===== src/rtl/fft_axi_burst_slave_if.sv =====
// AXI4 burst channel bundle between the interconnect (master) and the FFT sample RAM slave.
interface fft_axi_burst_slave_if #(
   parameter int SAMPLE_W = 16,
   parameter int DATA_W   = 32,
   parameter int ADDR_W   = 12,
   parameter int ID_W     = 2
);
   logic [ADDR_W-1:0]     AWADDR;
   logic [7:0]            AWLEN;
   logic [2:0]            AWSIZE;
   logic [1:0]            AWBURST;
   logic [ID_W-1:0]       AWID;
   logic                  AWVALID;
   logic                  AWREADY;

   logic [ADDR_W-1:0]     ARADDR;
   logic [7:0]            ARLEN;
   logic [2:0]            ARSIZE;
   logic [1:0]            ARBURST;
   logic [ID_W-1:0]       ARID;
   logic                  ARVALID;
   logic                  ARREADY;

   logic [SAMPLE_W-1:0]   WDATA;
   logic [SAMPLE_W/8-1:0] WSTRB;
   logic                  WLAST;
   logic                  WVALID;
   logic                  WREADY;

   logic                  BVALID;
   logic [ID_W-1:0]       BID;
   logic [1:0]            BRESP;
   logic                  BREADY;

   logic [DATA_W-1:0]     RDATA;
   logic [ID_W-1:0]       RID;
   logic [1:0]            RRESP;
   logic                  RLAST;
   logic                  RVALID;
   logic                  RREADY;

   modport slave (
      input  AWADDR, AWLEN, AWSIZE, AWBURST, AWID, AWVALID,
      input  ARADDR, ARLEN, ARSIZE, ARBURST, ARID, ARVALID,
      input  WDATA, WSTRB, WLAST, WVALID, BREADY, RREADY,
      output AWREADY, ARREADY, WREADY, BVALID, BID, BRESP,
      output RDATA, RID, RRESP, RLAST, RVALID
   );

   modport master (
      output AWADDR, AWLEN, AWSIZE, AWBURST, AWID, AWVALID,
      output ARADDR, ARLEN, ARSIZE, ARBURST, ARID, ARVALID,
      output WDATA, WSTRB, WLAST, WVALID, BREADY, RREADY,
      input  AWREADY, ARREADY, WREADY, BVALID, BID, BRESP,
      input  RDATA, RID, RRESP, RLAST, RVALID
   );
endinterface


===== src/rtl/fft_axi_burst_slave.sv =====
// AXI4 burst slave loading/unloading the FFT sample RAM (FIXED/INCR/WRAP, SLVERR on illegal bursts).
// Latency: W beat writes RAM in its handshake cycle; R beat every 2 cycles (RAM read, then RVALID).
// Backpressure: B and R held stable until BREADY/RREADY; no new address accepted outside IDLE.
module fft_axi_burst_slave #(
   parameter int SAMPLE_W = 16,
   parameter int DATA_W   = 32,
   parameter int ADDR_W   = 12,
   parameter int ID_W     = 2
) (
   input  logic                i_clk,
   input  logic                i_rstn,
   fft_axi_burst_slave_if.slave axi,
   output logic                o_ram_we,
   output logic                o_ram_re,
   output logic [ADDR_W-1:0]   o_ram_idx,
   output logic [SAMPLE_W-1:0] o_ram_wdata,
   input  logic [DATA_W-1:0]   i_ram_rdata,
   input  logic                i_calc_end,
   output logic                o_data_loaded
);
   localparam int W_MAX = $clog2(SAMPLE_W/8);
   localparam int R_MAX = $clog2(DATA_W/8);

   typedef enum logic [2:0] {S_IDLE, S_WDATA, S_WRESP, S_RREQ, S_RDATA} state_t;

   state_t              state_q, state_d;
   logic [ADDR_W-1:0]   addr_q;
   logic [7:0]          len_q, beat_q;
   logic [2:0]          size_q;
   logic [1:0]          burst_q;
   logic [ID_W-1:0]     id_q;
   logic                err_q, rd_first;
   logic [DATA_W-1:0]   rdata_q, rd_fresh;

   function automatic logic req_err(input logic [ADDR_W-1:0] a, input logic [7:0] len,
                                    input logic [2:0] size, input logic [1:0] burst, input int max_size);
      logic wrap_bad, unaligned;
      wrap_bad  = (burst == 2'b10) && !(len == 8'd1 || len == 8'd3 || len == 8'd7 || len == 8'd15);
      unaligned = ((32'(a) & ((32'd1 << size) - 32'd1)) != 32'd0);
      return (burst == 2'b11) || wrap_bad || (int'(size) > max_size) || unaligned;
   endfunction

   function automatic logic [ADDR_W-1:0] next_addr(input logic [ADDR_W-1:0] a, input logic [7:0] len,
                                                   input logic [2:0] size, input logic [1:0] burst);
      logic [31:0] step, mask, sum;
      step = 32'd1 << size;
      mask = ((32'(len) + 32'd1) << size) - 32'd1;
      case (burst)
         2'b01:   sum = 32'(a) + step;
         2'b10:   sum = (32'(a) & ~mask) | ((32'(a) + step) & mask);
         default: sum = 32'(a);
      endcase
      return sum[ADDR_W-1:0];
   endfunction

   // Handshakes are decoded from state and inputs only, so no combinational loop via the READY outputs.
   wire aw_hs     = (state_q == S_IDLE) && axi.AWVALID;
   wire ar_hs     = (state_q == S_IDLE) && axi.ARVALID && i_calc_end && !axi.AWVALID;
   wire w_hs      = (state_q == S_WDATA) && axi.WVALID;
   wire b_hs      = (state_q == S_WRESP) && axi.BREADY;
   wire r_hs      = (state_q == S_RDATA) && axi.RREADY;
   wire last_beat = (beat_q == len_q);
   wire wlast_bad = w_hs && (axi.WLAST != last_beat);

   always_ff @(posedge i_clk or negedge i_rstn) begin
      if (!i_rstn) state_q <= S_IDLE;
      else         state_q <= state_d;
   end

   always_comb begin
      state_d = state_q;
      case (state_q)
         S_IDLE:  if (aw_hs) state_d = S_WDATA;
                  else if (ar_hs) state_d = S_RREQ;
         S_WDATA: if (w_hs && last_beat) state_d = S_WRESP;
         S_WRESP: if (b_hs) state_d = S_IDLE;
         S_RREQ:  state_d = S_RDATA;
         S_RDATA: if (r_hs) state_d = last_beat ? S_IDLE : S_RREQ;
         default: state_d = S_IDLE;
      endcase
   end

   always_ff @(posedge i_clk or negedge i_rstn) begin
      if (!i_rstn) begin
         addr_q   <= '0;
         len_q    <= '0;
         size_q   <= '0;
         burst_q  <= '0;
         id_q     <= '0;
         err_q    <= 1'b0;
         beat_q   <= '0;
         rdata_q  <= '0;
         rd_first <= 1'b0;
      end else begin
         rd_first <= (state_q == S_RREQ);
         if (aw_hs) begin
            addr_q  <= axi.AWADDR;
            len_q   <= axi.AWLEN;
            size_q  <= axi.AWSIZE;
            burst_q <= axi.AWBURST;
            id_q    <= axi.AWID;
            err_q   <= req_err(axi.AWADDR, axi.AWLEN, axi.AWSIZE, axi.AWBURST, W_MAX);
            beat_q  <= '0;
         end else if (ar_hs) begin
            addr_q  <= axi.ARADDR;
            len_q   <= axi.ARLEN;
            size_q  <= axi.ARSIZE;
            burst_q <= axi.ARBURST;
            id_q    <= axi.ARID;
            err_q   <= req_err(axi.ARADDR, axi.ARLEN, axi.ARSIZE, axi.ARBURST, R_MAX);
            beat_q  <= '0;
         end else if (w_hs) begin
            err_q  <= err_q | wlast_bad;
            beat_q <= beat_q + 8'd1;
            addr_q <= next_addr(addr_q, len_q, size_q, burst_q);
         end else if (r_hs && !last_beat) begin
            beat_q <= beat_q + 8'd1;
            addr_q <= next_addr(addr_q, len_q, size_q, burst_q);
         end
         if (rd_first) rdata_q <= rd_fresh;
      end
   end

   // RAM data arrives in the first RDATA cycle: forward it then, hold the captured copy while stalled.
   assign rd_fresh = err_q ? '0 : i_ram_rdata;

   always_comb begin
      axi.AWREADY   = (state_q == S_IDLE) && i_rstn;
      axi.ARREADY   = (state_q == S_IDLE) && i_rstn && i_calc_end && !axi.AWVALID;
      axi.WREADY    = 1'b0;
      axi.BVALID    = 1'b0;
      axi.BID       = '0;
      axi.BRESP     = 2'b00;
      axi.RVALID    = 1'b0;
      axi.RID       = '0;
      axi.RRESP     = 2'b00;
      axi.RLAST     = 1'b0;
      axi.RDATA     = rd_first ? rd_fresh : rdata_q;
      o_ram_we      = 1'b0;
      o_ram_re      = 1'b0;
      o_ram_idx     = '0;
      o_ram_wdata   = '0;
      o_data_loaded = 1'b0;
      case (state_q)
         S_WDATA: begin
            axi.WREADY  = 1'b1;
            o_ram_idx   = addr_q >> size_q;
            o_ram_wdata = axi.WDATA;
            o_ram_we    = w_hs && !err_q && !wlast_bad && (&axi.WSTRB);
         end
         S_WRESP: begin
            axi.BVALID    = 1'b1;
            axi.BID       = id_q;
            axi.BRESP     = err_q ? 2'b10 : 2'b00;
            o_data_loaded = axi.BREADY && !err_q;
         end
         S_RREQ: begin
            o_ram_idx = addr_q >> size_q;
            o_ram_re  = !err_q;
         end
         S_RDATA: begin
            axi.RVALID = 1'b1;
            axi.RID    = id_q;
            axi.RRESP  = err_q ? 2'b10 : 2'b00;
            axi.RLAST  = last_beat;
         end
         default: ;
      endcase
   end
endmodule


===== src/flat_wrapper.sv =====
// flat-port wrapper written by rule: the top's interface ports become plain ports
module fft_axi_burst_slave_flat 
#(
   parameter int SAMPLE_W = 16,
   parameter int DATA_W   = 32,
   parameter int ADDR_W   = 12,
   parameter int ID_W     = 2
)
  (i_clk, i_rstn, o_ram_we, o_ram_re, o_ram_idx, o_ram_wdata, i_ram_rdata, i_calc_end, o_data_loaded, axi_AWADDR, axi_AWLEN, axi_AWSIZE, axi_AWBURST, axi_AWID, axi_AWVALID, axi_ARADDR, axi_ARLEN, axi_ARSIZE, axi_ARBURST, axi_ARID, axi_ARVALID, axi_WDATA, axi_WSTRB, axi_WLAST, axi_WVALID, axi_BREADY, axi_RREADY, axi_AWREADY, axi_ARREADY, axi_WREADY, axi_BVALID, axi_BID, axi_BRESP, axi_RDATA, axi_RID, axi_RRESP, axi_RLAST, axi_RVALID);
  fft_axi_burst_slave_if #(.SAMPLE_W(SAMPLE_W), .DATA_W(DATA_W), .ADDR_W(ADDR_W), .ID_W(ID_W)) axi_i ();
  input  logic i_clk;
  input  logic i_rstn;
  output logic o_ram_we;
  output logic o_ram_re;
  output logic [ADDR_W-1:0] o_ram_idx;
  output logic [SAMPLE_W-1:0] o_ram_wdata;
  input  logic [DATA_W-1:0] i_ram_rdata;
  input  logic i_calc_end;
  output logic o_data_loaded;
  input wire logic [$bits(axi_i.AWADDR)-1:0] axi_AWADDR;
  input wire logic [$bits(axi_i.AWLEN)-1:0] axi_AWLEN;
  input wire logic [$bits(axi_i.AWSIZE)-1:0] axi_AWSIZE;
  input wire logic [$bits(axi_i.AWBURST)-1:0] axi_AWBURST;
  input wire logic [$bits(axi_i.AWID)-1:0] axi_AWID;
  input wire logic [$bits(axi_i.AWVALID)-1:0] axi_AWVALID;
  input wire logic [$bits(axi_i.ARADDR)-1:0] axi_ARADDR;
  input wire logic [$bits(axi_i.ARLEN)-1:0] axi_ARLEN;
  input wire logic [$bits(axi_i.ARSIZE)-1:0] axi_ARSIZE;
  input wire logic [$bits(axi_i.ARBURST)-1:0] axi_ARBURST;
  input wire logic [$bits(axi_i.ARID)-1:0] axi_ARID;
  input wire logic [$bits(axi_i.ARVALID)-1:0] axi_ARVALID;
  input wire logic [$bits(axi_i.WDATA)-1:0] axi_WDATA;
  input wire logic [$bits(axi_i.WSTRB)-1:0] axi_WSTRB;
  input wire logic [$bits(axi_i.WLAST)-1:0] axi_WLAST;
  input wire logic [$bits(axi_i.WVALID)-1:0] axi_WVALID;
  input wire logic [$bits(axi_i.BREADY)-1:0] axi_BREADY;
  input wire logic [$bits(axi_i.RREADY)-1:0] axi_RREADY;
  output wire logic [$bits(axi_i.AWREADY)-1:0] axi_AWREADY;
  output wire logic [$bits(axi_i.ARREADY)-1:0] axi_ARREADY;
  output wire logic [$bits(axi_i.WREADY)-1:0] axi_WREADY;
  output wire logic [$bits(axi_i.BVALID)-1:0] axi_BVALID;
  output wire logic [$bits(axi_i.BID)-1:0] axi_BID;
  output wire logic [$bits(axi_i.BRESP)-1:0] axi_BRESP;
  output wire logic [$bits(axi_i.RDATA)-1:0] axi_RDATA;
  output wire logic [$bits(axi_i.RID)-1:0] axi_RID;
  output wire logic [$bits(axi_i.RRESP)-1:0] axi_RRESP;
  output wire logic [$bits(axi_i.RLAST)-1:0] axi_RLAST;
  output wire logic [$bits(axi_i.RVALID)-1:0] axi_RVALID;
  assign axi_i.AWADDR = axi_AWADDR;
  assign axi_i.AWLEN = axi_AWLEN;
  assign axi_i.AWSIZE = axi_AWSIZE;
  assign axi_i.AWBURST = axi_AWBURST;
  assign axi_i.AWID = axi_AWID;
  assign axi_i.AWVALID = axi_AWVALID;
  assign axi_i.ARADDR = axi_ARADDR;
  assign axi_i.ARLEN = axi_ARLEN;
  assign axi_i.ARSIZE = axi_ARSIZE;
  assign axi_i.ARBURST = axi_ARBURST;
  assign axi_i.ARID = axi_ARID;
  assign axi_i.ARVALID = axi_ARVALID;
  assign axi_i.WDATA = axi_WDATA;
  assign axi_i.WSTRB = axi_WSTRB;
  assign axi_i.WLAST = axi_WLAST;
  assign axi_i.WVALID = axi_WVALID;
  assign axi_i.BREADY = axi_BREADY;
  assign axi_i.RREADY = axi_RREADY;
  assign axi_AWREADY = axi_i.AWREADY;
  assign axi_ARREADY = axi_i.ARREADY;
  assign axi_WREADY = axi_i.WREADY;
  assign axi_BVALID = axi_i.BVALID;
  assign axi_BID = axi_i.BID;
  assign axi_BRESP = axi_i.BRESP;
  assign axi_RDATA = axi_i.RDATA;
  assign axi_RID = axi_i.RID;
  assign axi_RRESP = axi_i.RRESP;
  assign axi_RLAST = axi_i.RLAST;
  assign axi_RVALID = axi_i.RVALID;
  fft_axi_burst_slave #(.SAMPLE_W(SAMPLE_W), .DATA_W(DATA_W), .ADDR_W(ADDR_W), .ID_W(ID_W)) u_core (.i_clk(i_clk), .i_rstn(i_rstn), .axi(axi_i), .o_ram_we(o_ram_we), .o_ram_re(o_ram_re), .o_ram_idx(o_ram_idx), .o_ram_wdata(o_ram_wdata), .i_ram_rdata(i_ram_rdata), .i_calc_end(i_calc_end), .o_data_loaded(o_data_loaded));
endmodule

===== config.mk =====
export PLATFORM = sky130hd
export DESIGN_NAME = fft_axi_burst_slave_flat
export DESIGN_NICKNAME = d
export VERILOG_FILES = /design/src/rtl/fft_axi_burst_slave_if.sv /design/src/rtl/fft_axi_burst_slave.sv /design/src/flat_wrapper.sv
export SDC_FILE = /design/constraint.sdc
export NUM_CORES = 1
export LEC_CHECK = 0
export CORE_MARGIN = 3
export CORE_UTILIZATION = 45
export CTS_BUF_LIST = sky130_fd_sc_hd__clkbuf_4
export DETAILED_ROUTE_END_ITERATION = 10
export PLACE_DENSITY = 0.8
export SLEW_MARGIN = 15
export SYNTH_ARGS = -nofsm -noshare
export SYNTH_HDL_FRONTEND = slang
export SYNTH_SLANG_ARGS = --single-unit

===== constraint.sdc =====
create_clock -name i_clk -period 3.78 [get_ports i_clk]
set_input_delay 0.945 -clock i_clk [delete_from_list [all_inputs] [get_ports i_clk]]
set_output_delay 0.945 -clock i_clk [all_outputs]
set_load 0.05 [all_outputs]

Yosys cells after proc, flatten, opt, wreduce, memory -nomap -nowiden
Cells that the tools add are included.

Shifts and indexed selects: 5. Equality and inequality tests: 24. Order comparisons: 2. Add/sub/neg operators: 6. Reduce and logical (&&, ||, !) cells: 46. Bitwise operators: 7. Muxes and demuxes: 43.

Operators with widths (number): 12-bit by 32-bit bitwise AND with 32-bit output (2); 32-bit two-way mux (2); 32-bit nonzero test (2); 1-bit by 3-bit << shifter with 32-bit output, first input constant (2); 32-bit by 1-bit subtractor with 32-bit output, second input constant (2); 12-bit two-way mux (5); 8-bit two-way mux (6); 32-bit by 3-bit << shifter with 12-bit output (1); 12-bit bitwise AND (2); 12-bit case mux with 2 select lines (1); 3-bit two-way mux (7); 2-bit two-way mux (10); 1-bit logical AND (19); 8-bit by 1-bit == test with 1-bit output, second input constant (2); 8-bit by 2-bit == test with 1-bit output, second input constant (2); 8-bit by 3-bit == test with 1-bit output, second input constant (2); 8-bit by 4-bit == test with 1-bit output, second input constant (2); 16-bit two-way mux (1); 3-bit case mux with 5 select lines (1); 12-bit adder (1); 1-bit logical OR (12); 12-bit NOT (1); 12-bit bitwise OR (1); 1-bit by 3-bit << shifter with 12-bit output, first input constant (1); 26 further kinds (46).

Register bits after elaboration: 72. Output and inout bits: 77. Bits of input ports: 113.

Depth between registers and ports, before layout
Word-level depth: 11. Depth in mapped cells: 16.

Worst setup path before layout
Ideal clock, no wire load.

Path type: register to output. Start: register u_core.state_q[2]. End: output port o_data_loaded. Slack: -0.430 ns. Arrival: 3.265 ns. Stages on the path, launching flop included: 5. Path through: dfrtp_1 > clkbuf_1 > nor3b_1 > inv_1 > nor3b_1.

Longest elaborated chain between the ends: 2.

Ends and longest elaborated chain: from (decl) (line fft_axi_burst_slave.sv:26) `state_t state_q, state_d;`; from (signal assigned) (line fft_axi_burst_slave.sv:67) `else state_q <= state_d;`; 3-bit by 2-bit == test with 1-bit output (line fft_axi_burst_slave.sv:144) `case (state_q)`; 1-bit two-way mux (line fft_axi_burst_slave.sv:144); to (decl) (line flat_wrapper.sv:19) `output logic o_data_loaded;`.

No other way between the ends.

Worst setup path in the final report
Start: register u_core.state_q[2]. End: output port o_ram_idx[11].

Longest elaborated chain between the ends: 3. Elaborated cells on any way between the ends: 4.

Ends and longest elaborated chain: 3-bit by 2-bit == test with 1-bit output / 3-bit by 1-bit == test with 1-bit output (equally long branches) (line fft_axi_burst_slave.sv:144); 2-bit OR reduction (no line) *; 12-bit two-way mux *; to (decl) (line flat_wrapper.sv:15) `output logic [ADDR_W-1:0] o_ram_idx;`.

Every way passes the cells marked *; elsewhere a longest branch is shown, timed or not.

==> metrics.md <==
| Metric | Value |
|---|---|
| Status | `finished clean` |
| Vias per cell | `5.83` |
| Vias in the first global route | `6051` |
| Hold Path Depth | `2` |
| Power Internal | `3.82 mW` |
| Total CTS buffers | `9` |
| WHS Endpoint | `u_core.rdata_q[19]$_DFF_PN0_` |
| Initial core utilization | `47.2%` |
| Comb pwr share | `75.3%` |
| Max stage delay on crit path | `0.84 ns` |
| Leakage power | `3.47 nW` |
| Max-slew violations | `0` |
| Seq pwr share | `18.6%` |
| Final setup violating endpoints | `0` |
| DP HPWL | `15600 um` |
| Die Y | `117 um` |
| R2r worst-path depth | `12` |
| DR vias | `6061` |
| Switching Fraction | `53.4%` |
| Top FF cell, synth | `dfrtp_1` |
| Post-synth EDFFs | `0` |
| R2r setup slk | `0.48 ns` |
| Total net switching power | `4.38 mW` |
| Synth unique cells | `66` |
| Skew-Pair Late Insertion Delay | `0.45 ns` |
| Hold Crit Start | `u_core.rdata_q[19]$_DFF_PN0_` |
| Leading cell type in the layout, fill and taps excluded | `clkdlybuf4s50_1` |
| DRT Pass-1 Iters | `5` |
| TritonCTS clock tree | `yes` |
| Most frequent cells in the layout | `clkdlybuf4s50_1, nand2_1, nor2_1, dfrtp_1, o21ai_0` |
| Clk pwr share | `6.2%` |
| Final hold violation count | `0` |
| Synthesized instance count | `717` |
| Placed insts | `1023` |
| Gr usage total | `30.4%` |
| Total Wirelength | `20200 um` |
| Total power | `8.20 mW` |
| Root buf cell | `clkbuf_4` |
| Setup CP Type | `flip-flop to primary output` |
| Reg clk slew, reported paths | `0.12 ns` |
| Post-CTS Hold Buffers | `0` |
| H-tree Lvls | `3` |
| Ys Warns | `0` |
| WL/cell | `19.5 um` |
| Slowest CP cell | `clkdlybuf4s50_1` |
| Worst setup SP type | `flip-flop` |
| Final Core Density | `69.0%` |
| Worst min path class | `flip-flop to flip-flop` |
| Fin crit share | `94.5%` |
| DR iter-0 viols | `557` |
| Register bit total from synthesis | `72` |
| Sequential-to-total area share from yosys stat | `32.6%` |
| Mapped Area | `0.00553 sq mm` |
| Initial antenna violation count | `1` |
| Worst-path fanout max | `15` |
| Layout cells sized above 1 | `13.5%` |
| Port-buffer cells | `187` |
| FILL cells | `988` |
| Final #Nets | `1018` |
| Row count | `39` |
| IO Count | `190` |
| Largest net degree at the start of global routing | `73` |
| Arrival time worst endpoint | `2.63 ns` |
| Area growth syn-to-layout | `46.2%` |
| Max Clk Rate | `280 MHz` |
| First-pass GRT wire length | `32100 um` |
| Total Neg Setup Slack | `0 ns` |
| RSZ-0062 raised after global routing | `no` |
| Worst setup EP type | `primary output` |
| Pwr Density | `1010 mW/mm^2` |
| Slew at the pin with the worst max-slew slack | `0.977 ns` |
| Req. time, crit path | `2.83 ns` |
| Mean Syn Cell Area | `7.71 sq um` |
| Grt total ovfl | `0` |
| Max-Cap Viols | `0` |
| Finished Layout Cells | `1039` |
| Maximum VDD drop | `815 uV` |
| DRC viols | `0` |
| Ys async rst share | `100%` |
| Die area | `0.0137 sq mm` |
| Final min period | `3.57 ns` |
| Core area | `0.0117 sq mm` |
| Number of antenna-violating nets in the routed design | `0` |
| Chip Width | `117 um` |
| Max_slew headroom | `34.9%` |
| Clock skew | `0.00801 ns` |
| Reg2reg start | `u_core.size_q[0]$_DFFE_PN0P_` |
| Gpl congestion | `0.904` |
| Clk sinks | `72` |
| Clock Tree Buf Depth | `2` |
| Cells along the critical path | `nand2b_1 -> nor3_1 -> clkdlybuf4s50_1` |
[synthesized netlist by cell type (7+ instances only)]
cell type    n  share of area [%]
a31oi_1     20                2.3
dfrtp_1     72                 33
mux2i_1     15                2.7
xnor2_1     16                2.5
o21ai_0     53                4.8
and3_1       9                1.0
nand3_1     12                1.1
nor2b_1      7               0.79
mux4_2       7                2.9
nor3_1      16                1.4
ha_1        13                2.9
a21oi_1     38                3.4
nor2_1      71                4.8
a22oi_1      7               0.95
nand2_1    117                7.9
and2_1      23                2.6
inv_1       50                3.4
xor2_1      17                2.7
clkbuf_1    30                2.0
[layout make-up]
cell class                      count  area [sq um]  area share [%]
Antenna cell                        1          2.50          0.0310
Sequential cell                    72          1800            22.3
Tap cell                          143           179            2.21
Inverter                           52           195            2.41
Multi-Input combinational cell    548          3370            41.7
Clock inverter                      4          46.3           0.573
Clock buffer                       11          82.6            1.02
Timing Repair Buffer              208          2400            29.8
[power by group through the flow]
stage | Combinational, mW | Clock, mW | Sequential (mW)
after floorplan | 4.13 | 0 | 1.29
after global placement | 6.03 | 0 | 1.49
after detailed placement | 6.09 | 0 | 1.52
after CTS | 6.13 | 0.514 | 1.51
after global routing | 6.61 | 0.542 | 1.56
final | 6.17 | 0.504 | 1.52
[routing by layer]
layer	vias to the layer above	GRT usage, %	wire (um)
met4	0	9.71	538
li1	2851	-	-
met3	40	7.10	1480
met1	2887	39.1	8430
met2	283	50.9	9770
met5	-	0	0
[through the flow]
step / setup slack [ns] / hold WS (ns) / area [sq um]
finish: 0.209 / 0.547 / 8080
floorplan: 0.168 / 0.473 / 5550
global placement: 0.573 / 0.517 / 7940
global route: 0.0300 / 0.574 / 8080
detailed placement: 0.486 / 0.519 / 7940
CTS: 0.0682 / 0.549 / 8070
[critical path: cells and delay by family (launching register included)]
family	cells	cell delay, ns
buffers and inverters	1	0.84
DFF	1	0.56
and+or+nand+nor	2	0.78
[worst max path at each step]
stage,from,endpoint,cells after the start
after global routing,u_core.len_q[3]$_DFFE_PN0P_,o_ram_we,7
final,u_core.state_q[2]$_DFFE_PN0P_,o_ram_idx[11],3
after CTS,u_core.len_q[3]$_DFFE_PN0P_,axi_RLAST,5
after floorplan,u_core.state_q[2]$_DFFE_PN0P_,o_data_loaded,4
after detailed placement,u_core.len_q[0]$_DFFE_PN0P_,flip-flop,10
after global placement,u_core.len_q[0]$_DFFE_PN0P_,flip-flop,10
[cells by family (layout without fill, tap and decap cells)]
kind of cell	Yosys count	after routing	synth area share (%)
multiplexers	23	23	5.77
AO/OA/AOI/OAI	183	183	21.1
adder cells (fa/ha/maj)	14	14	3.30
XOR/XNOR	33	33	5.23
buffers and inverters	98	275	7.20
flip-flops	72	72	32.6
other	1	3	0.0678
AND/OR/NAND/NOR	293	293	24.8
[timing repair]
| item | CTS | global route |
|---|---|---|
| buffers inserted | 0 | 0 |
| hold endpoints to repair | 0 | 0 |
| resized for setup | 0 | 4 |
| setup endpoints to repair | 0 | 2 |
(Power assumes the default switching activity.)
